File: config.mk
export PLATFORM = sky130hd
export DESIGN_NAME = uart_frame_packer
export DESIGN_NICKNAME = d
export VERILOG_FILES = /design/src/rtl/uart_frame_packer_pkg.sv /design/src/rtl/uart_frame_packer_frame_fifo.sv /design/src/rtl/uart_frame_packer.sv
export SDC_FILE = /design/constraint.sdc
export NUM_CORES = 1
export LEC_CHECK = 0
export ABC_AREA = 0
export CAP_MARGIN = 5
export CORE_MARGIN = 2
export CORE_UTILIZATION = 25
export DETAILED_ROUTE_END_ITERATION = 16
export GPL_TIMING_DRIVEN = 0
export PLACE_DENSITY = 0.37
export SLEW_MARGIN = 25
export SYNTH_ARGS = -nofsm -noshare
export SYNTH_HDL_FRONTEND = slang
export SYNTH_HIERARCHICAL = 1
export SYNTH_SLANG_ARGS = --single-unit
File: constraint.sdc
create_clock -name clk -period 3.69 [get_ports clk]
set_input_delay 0.738 -clock clk [delete_from_list [all_inputs] [get_ports clk]]
set_output_delay 0.738 -clock clk [all_outputs]
set_load 0.02 [all_outputs]
File: src/rtl/uart_frame_packer_pkg.sv
// Shared definitions for the UART frame packer.
// Contents:
//   BYTE_W       width of one received byte
//   DEF_*        default values for BYTES, DEPTH and TIMEOUT
//   state_e      output handshake FSM states (idle, load, wait)
package uart_frame_packer_pkg;

    localparam int unsigned BYTE_W      = 8;
    localparam int unsigned DEF_BYTES   = 3;
    localparam int unsigned DEF_DEPTH   = 4;
    localparam int unsigned DEF_TIMEOUT = 1000;

    typedef enum logic [1:0] {
        StIdle = 2'd0,
        StLoad = 2'd1,
        StWait = 2'd2
    } state_e;

endpackage

File: src/rtl/uart_frame_packer_frame_fifo.sv
// frame_fifo: synchronous FIFO of complete frames.
// Ports:
//   clk, reset   system clock, synchronous active-high reset
//   i_push       write i_data; accepted when not full, or when a pop happens in the same cycle
//   i_data       frame to write
//   i_pop        remove the head; ignored when empty
//   o_data       current head (combinational read of the storage)
//   o_full       DEPTH frames held
//   o_empty      no frames held
//   o_level      number of frames held
module frame_fifo #(
    parameter int unsigned WIDTH = 24,
    parameter int unsigned DEPTH = 4
) (
    input  logic                       clk,
    input  logic                       reset,
    input  logic                       i_push,
    input  logic [WIDTH-1:0]           i_data,
    input  logic                       i_pop,
    output logic [WIDTH-1:0]           o_data,
    output logic                       o_full,
    output logic                       o_empty,
    output logic [$clog2(DEPTH+1)-1:0] o_level
);

    localparam int unsigned PTR_W = $clog2(DEPTH);
    localparam int unsigned LVL_W = $clog2(DEPTH+1);

    logic [WIDTH-1:0] r_mem [DEPTH];
    logic [PTR_W-1:0] r_wr_ptr;
    logic [PTR_W-1:0] r_rd_ptr;
    logic [LVL_W-1:0] r_level;
    logic             w_wr;
    logic             w_rd;

    assign o_full  = (r_level == LVL_W'(DEPTH));
    assign o_empty = (r_level == '0);
    assign o_level = r_level;
    assign o_data  = r_mem[r_rd_ptr];

    // A pop frees a slot in the same cycle, so a full FIFO still takes a push then.
    assign w_rd = i_pop && !o_empty;
    assign w_wr = i_push && (!o_full || w_rd);

    always_ff @(posedge clk) begin
        if (reset) begin
            r_wr_ptr <= '0;
            r_rd_ptr <= '0;
            r_level  <= '0;
        end else begin
            // DEPTH is a power of two, so pointers wrap naturally.
            if (w_wr) r_wr_ptr <= r_wr_ptr + 1'b1;
            if (w_rd) r_rd_ptr <= r_rd_ptr + 1'b1;
            unique case ({w_wr, w_rd})
                2'b10:   r_level <= r_level + 1'b1;
                2'b01:   r_level <= r_level - 1'b1;
                default: r_level <= r_level;
            endcase
        end
    end

    always_ff @(posedge clk) begin
        if (w_wr) r_mem[r_wr_ptr] <= i_data;
    end

endmodule

File: src/rtl/uart_frame_packer.sv
// uart_frame_packer: packs BYTES received UART bytes into one frame, queues up to DEPTH frames
// and hands them one at a time to the encoder with a load pulse.
// Optional feature macro: FRAME_TIMEOUT_EN enables the inter-byte timeout that discards a
// partial frame after TIMEOUT idle cycles (drop pulses); without it drop is tied low.
// Ports:
//   clk, reset   system clock, synchronous active-high reset
//   in_valid     one-cycle strobe per received byte
//   in_data      received byte
//   out_ready    encoder idle/done level
//   out_data     registered frame presented to the encoder
//   out_load     one-cycle load pulse
//   level        frames held in the FIFO
//   overflow     sticky: a complete frame was lost to a full FIFO
//   drop         one-cycle pulse: partial frame discarded by timeout
module uart_frame_packer
    import uart_frame_packer_pkg::*;
#(
    parameter int unsigned BYTES     = DEF_BYTES,
    parameter int unsigned DEPTH     = DEF_DEPTH,
    parameter bit          MSB_FIRST = 1'b1,
    parameter int unsigned TIMEOUT   = DEF_TIMEOUT
) (
    input  logic                       clk,
    input  logic                       reset,
    input  logic                       in_valid,
    input  logic [BYTE_W-1:0]          in_data,
    input  logic                       out_ready,
    output logic [BYTE_W*BYTES-1:0]    out_data,
    output logic                       out_load,
    output logic [$clog2(DEPTH+1)-1:0] level,
    output logic                       overflow,
    output logic                       drop
);

    localparam int unsigned FRAME_W = BYTE_W * BYTES;
    localparam int unsigned IDX_W   = (BYTES > 1) ? $clog2(BYTES) : 1;

    logic [IDX_W-1:0]   r_idx;
    logic [FRAME_W-1:0] r_frame;
    logic [FRAME_W-1:0] w_frame;
    logic               w_last;
    logic               w_push;
    logic               w_expire;

    state_e             r_state;
    state_e             w_state_next;
    logic               w_pop;
    logic               w_load;
    logic [FRAME_W-1:0] r_out_data;
    logic               r_overflow;
    logic [FRAME_W-1:0] w_fifo_head;
    logic               w_fifo_full;
    logic               w_fifo_empty;

    // ---------------------------------------------------------------- accumulator
    // Frame with the incoming byte merged at the current index; pushed as-is on the last byte.
    always_comb begin
        w_frame = r_frame;
        for (int k = 0; k < BYTES; k++) begin
            if (r_idx == IDX_W'(k)) begin
                if (MSB_FIRST) begin
                    w_frame[BYTE_W*(BYTES-1-k) +: BYTE_W] = in_data;
                end else begin
                    w_frame[BYTE_W*k +: BYTE_W] = in_data;
                end
            end
        end
    end

    assign w_last = (r_idx == IDX_W'(BYTES - 1));
    assign w_push = in_valid && w_last;

    always_ff @(posedge clk) begin
        if (reset) begin
            r_idx   <= '0;
            r_frame <= '0;
        end else if (in_valid) begin
            r_frame <= w_frame;
            r_idx   <= w_last ? '0 : r_idx + 1'b1;
        end else if (w_expire) begin
            r_idx <= '0;
        end
    end

    // ---------------------------------------------------------------- timeout
`ifdef FRAME_TIMEOUT_EN
    localparam int unsigned TMO_W = $clog2(TIMEOUT + 1);

    logic [TMO_W-1:0] r_tmo_cnt;
    logic             r_drop;

    // Counter value TIMEOUT-1 marks the TIMEOUT-th idle cycle; a byte in that cycle wins.
    assign w_expire = !in_valid && (r_idx != '0) && (r_tmo_cnt == TMO_W'(TIMEOUT - 1));

    always_ff @(posedge clk) begin
        if (reset) begin
            r_tmo_cnt <= '0;
            r_drop    <= 1'b0;
        end else begin
            r_drop <= w_expire;
            if (in_valid || w_expire || (r_idx == '0)) begin
                r_tmo_cnt <= '0;
            end else begin
                r_tmo_cnt <= r_tmo_cnt + 1'b1;
            end
        end
    end

    assign drop = r_drop;
`else
    logic w_unused_timeout;

    assign w_unused_timeout = (TIMEOUT != 0);
    assign w_expire         = 1'b0;
    assign drop             = 1'b0;
`endif

    // ---------------------------------------------------------------- frame FIFO
    frame_fifo #(
        .WIDTH (FRAME_W),
        .DEPTH (DEPTH)
    ) u_fifo (
        .clk     (clk),
        .reset   (reset),
        .i_push  (w_push),
        .i_data  (w_frame),
        .i_pop   (w_pop),
        .o_data  (w_fifo_head),
        .o_full  (w_fifo_full),
        .o_empty (w_fifo_empty),
        .o_level (level)
    );

    // ---------------------------------------------------------------- output FSM
    // Idle also looks at a push in flight so a frame into an empty FIFO loads next cycle.
    always_comb begin
        w_state_next = r_state;
        w_pop        = 1'b0;
        w_load       = 1'b0;
        unique case (r_state)
            StIdle: begin
                if ((!w_fifo_empty || w_push) && out_ready) w_state_next = StLoad;
            end
            StLoad: begin
                w_pop        = 1'b1;
                w_load       = 1'b1;
                w_state_next = StWait;
            end
            StWait: begin
                if (!out_ready) w_state_next = StIdle;
            end
            default: w_state_next = StIdle;
        endcase
    end

    always_ff @(posedge clk) begin
        if (reset) begin
            r_state    <= StIdle;
            r_out_data <= '0;
            r_overflow <= 1'b0;
        end else begin
            r_state <= w_state_next;
            if (w_load) r_out_data <= w_fifo_head;
            if (w_push && w_fifo_full && !w_pop) r_overflow <= 1'b1;
        end
    end

    assign out_data = r_out_data;
    assign out_load = w_load;
    assign overflow = r_overflow;

endmodule

==> flow_summary.toml <==
[outcome]
status = "complete, no violations"

[place]
dp_cells = 806
hpwlAfterDp_um = 9076
pre_cts_ws_ps = 336.0
placed_area_um2 = 7009
gp_congestion = 0.6956
io_buffers = 39

[logic_synthesis]
synth_area_um2 = 6213
synthCells = 443
ys_seq_area_share_pct = 66.37
synth_top_area_cell = "edfxtp_1"
syn-num-nets = 460
synth-seq-cells = 158
synth_flop_cell = "edfxtp_1"
synth_area_leaders = "edfxtp_1, dfxtp_1, mux4_2"
synth_top_area_share_pct = 46.40
synth_edf_count = 96
yosysUniqueCellTypes = 41
synth_warnings = 6
ys_async_sr_fraction_pct = 0
avgSynthCellArea_um2 = 14.03

[setup_path]
critPathBufInv = 3
critPathTopFamily = "buffers and inverters"
r2r-start = "r_idx[0]"
cpMaxStageDelayCell = "and2_2"
r2r_slack_ps = 1250
r2r-end = "u_fifo/r_mem[1][12]"
worstPathRequired_ps = 3730
crit_path_cell_trace = "clkdlybuf4s50_1 -> nand3b_4 -> inv_2 -> buf_2 -> o21a_4 -> and2_2"
cp-start-kind = "input port"
critical_path_class = "in2reg"
end_kind = "register"
critPathArrivalTime_ps = 2920
cp_slowest_stage_delay_ps = 680
worstPathMaxFanout = 24
r2r_cells = 6

[clocking]
htreeDepth = 4
cts_root_buf = "clkbuf_16"
clockBufferDepth = 2
cts_tree = "done"
cts_buffers = 17
cts_setup_buffers = 0
cts_resized = 0
clock_sinks = 158
cts.clk_slew.worst_paths_ps = 60
ctsHoldBuffers = 0
insertion_delay_ps = 420

[timing]
fmax_ghz = 0.3476
skew_ps = 11.27
rsz0062_at_grt = "false"
worstMarginPinSlew_ps = 803.2
setup_tns_ps = 0
finalHoldViolCount = 0
slew_headroom_pct = 46.45
setup_ws_ps = 813.0
slew_viol_final = 0
period_share_pct = 77.97
setup_viol = 0
period_minus_slack_ps = 2877

[floorplan]
die-width_um = 161.7
row_count = 57
start_util_pct = 25.47
coreArea_um2 = 24390
dieArea_um2 = 26130
fp.dieH_um = 161.7
io_pins = 42

[hold_path]
min_path_type = "reg2reg"
min_path_cells = 2
worstHoldStart = "r_frame[11]"
whs_endpoint = "r_frame[11]"

[finish]
final_nets = 518
n_antenna_cell = 0
final_area_um2 = 7607
instances_no_fill = 838
drive_gt1_share_pct = 16.54
syn_to_final_growth_pct = 22.43

[power_and_ir_drop]
ir_drop_mv = 0.2637
leakage_nw = 2.516
power_density_nw_per_um2 = 503.1
total_power_mw = 3.827

[global_routing]
grt_antenna_before_repair = 0
grt_pass1_wl_um = 21380
grt_pass1_vias = 3733
grt_overflow = 0
track_usage_pct = 11.26
grt_max_degree = 25

[run]
drv_cap = 0

[route]
finalWirelength_um = 13930
dr.pass1.iters = 4
drt_iter0_drc = 150
drc = 0
via_count = 3560
vias_per_cell = 4.248
postRouteAntennaNets = 0
wl_per_cell_um = 16.63
sequential cells by signal, indices dropped and copies added, names as in the netlist, named ones only:
signal / cells
r_state: 2
r_idx: 2
u_fifo/r_mem: 96
r_frame: 24
out_data: 24
u_fifo/r_wr_ptr: 2
u_fifo/o_level: 3
u_fifo/r_rd_ptr: 2
overflow: 1
cell families (layout without fill, tap and decap cells):
kind of cell / count (synthesis) / in the layout / synth area share (%)
AO/OA/AOI/OAI: 54 / 54 / 4.692
other: 1 / 1 / 0.06035
XOR/XNOR: 5 / 5 / 0.7049
multiplexers: 57 / 57 / 14.50
AND/OR/NAND/NOR: 127 / 127 / 9.263
adder cells (fa/ha/maj): 5 / 5 / 1.128
buffers and inverters: 36 / 107 / 3.282
flip-flops: 158 / 158 / 66.37
cell type report:
cell class                 instances  area, um^2
multi-input combinational        249        1886
buffer                            27       168.9
timing repair buffer              39       390.4
clock inverter                    12       141.4
tap                              324       405.4
clock buffer                      20       456.7
sequential                       158        4124
inverter                           9       35.03
fill                            2448       16780
per-layer routing:
layer / track usage (%) / vias to the layer above / routed length [um] / part of all wire [%]
li1: - / 1712 / - / -
met1: 14.04 / 1775 / 6419 / 46
met2: 19.13 / 57 / 6890 / 49
met3: 2.707 / 16 / 429 / 3.1
met4: 3.982 / 0 / 194 / 1.4
met5: 0 / - / 0 / 0
cells in the mapped netlist (all sizes together), types with 2 or more instances:
cell type and number:
nand2 85, mux2 24, inv 8, nor2b 4
nand3b 3, mux2i 9, or3 2, nand2b 2
xor2 2, buf 22, dfxtp 62, a31oi 2
nor2 19, xnor2 3, o21ai 2, mux4 24
and2 4, ha 4, edfxtp 96, a21oi 46
nand3 3, clkbuf 5
worst register-to-register path, stage by stage, from the launching register on:
cell      delay (ps)
dfxtp_1          290
buf_2            160
nand3b_4         250
inv_2            230
buf_2            250
o21a_4           180
and2_2           680
through the flow:
stage	hold WS, ps	utilization, %
global placement	437.9	28.74
CTS	450.5	31.19
floorplan	432.2	-
finish	450.9	31.19
detailed placement	442.1	28.74
global route	462.7	31.19
where the power goes:
part	switching, mW	internal [mW]	total [mW]
sequential	0.00637	1.89	1.90
combinational	0.0905	0.0558	0.146
clock	0.688	1.09	1.78
worst max-delay path by stage:
stage	depth (start not counted)	slack [ps]	end	start
floorplan	10	1530	u_fifo/o_level[2]	in_valid
global placement	6	340	u_fifo/r_mem[2][12]	in_valid
detailed placement	6	340	u_fifo/r_mem[1][12]	in_valid
CTS	6	790	u_fifo/r_mem[1][12]	in_valid
global route	6	670	u_fifo/r_mem[1][13]	in_valid
finish	6	810	u_fifo/r_mem[1][12]	in_valid
cell usage in the layout, fill, tap and decap left out, types with 3 or more instances in the layout:
master,count
buf_6,4
and2_2,4
nand2_1,85
mux4_2,24
clkinv_2,5
nand3_1,3
clkdlybuf4s50_1,39
dfxtp_1,62
edfxtp_1,96
clkbuf_16,17
nor2b_1,4
buf_2,9
buf_4,7
mux2i_1,9
ha_1,4
xnor2_1,3
mux2_1,24
bufinv_16,3
a21oi_1,46
nor2_1,18
clkbuf_1,6
inv_1,7
(Power assumes the default switching activity.)
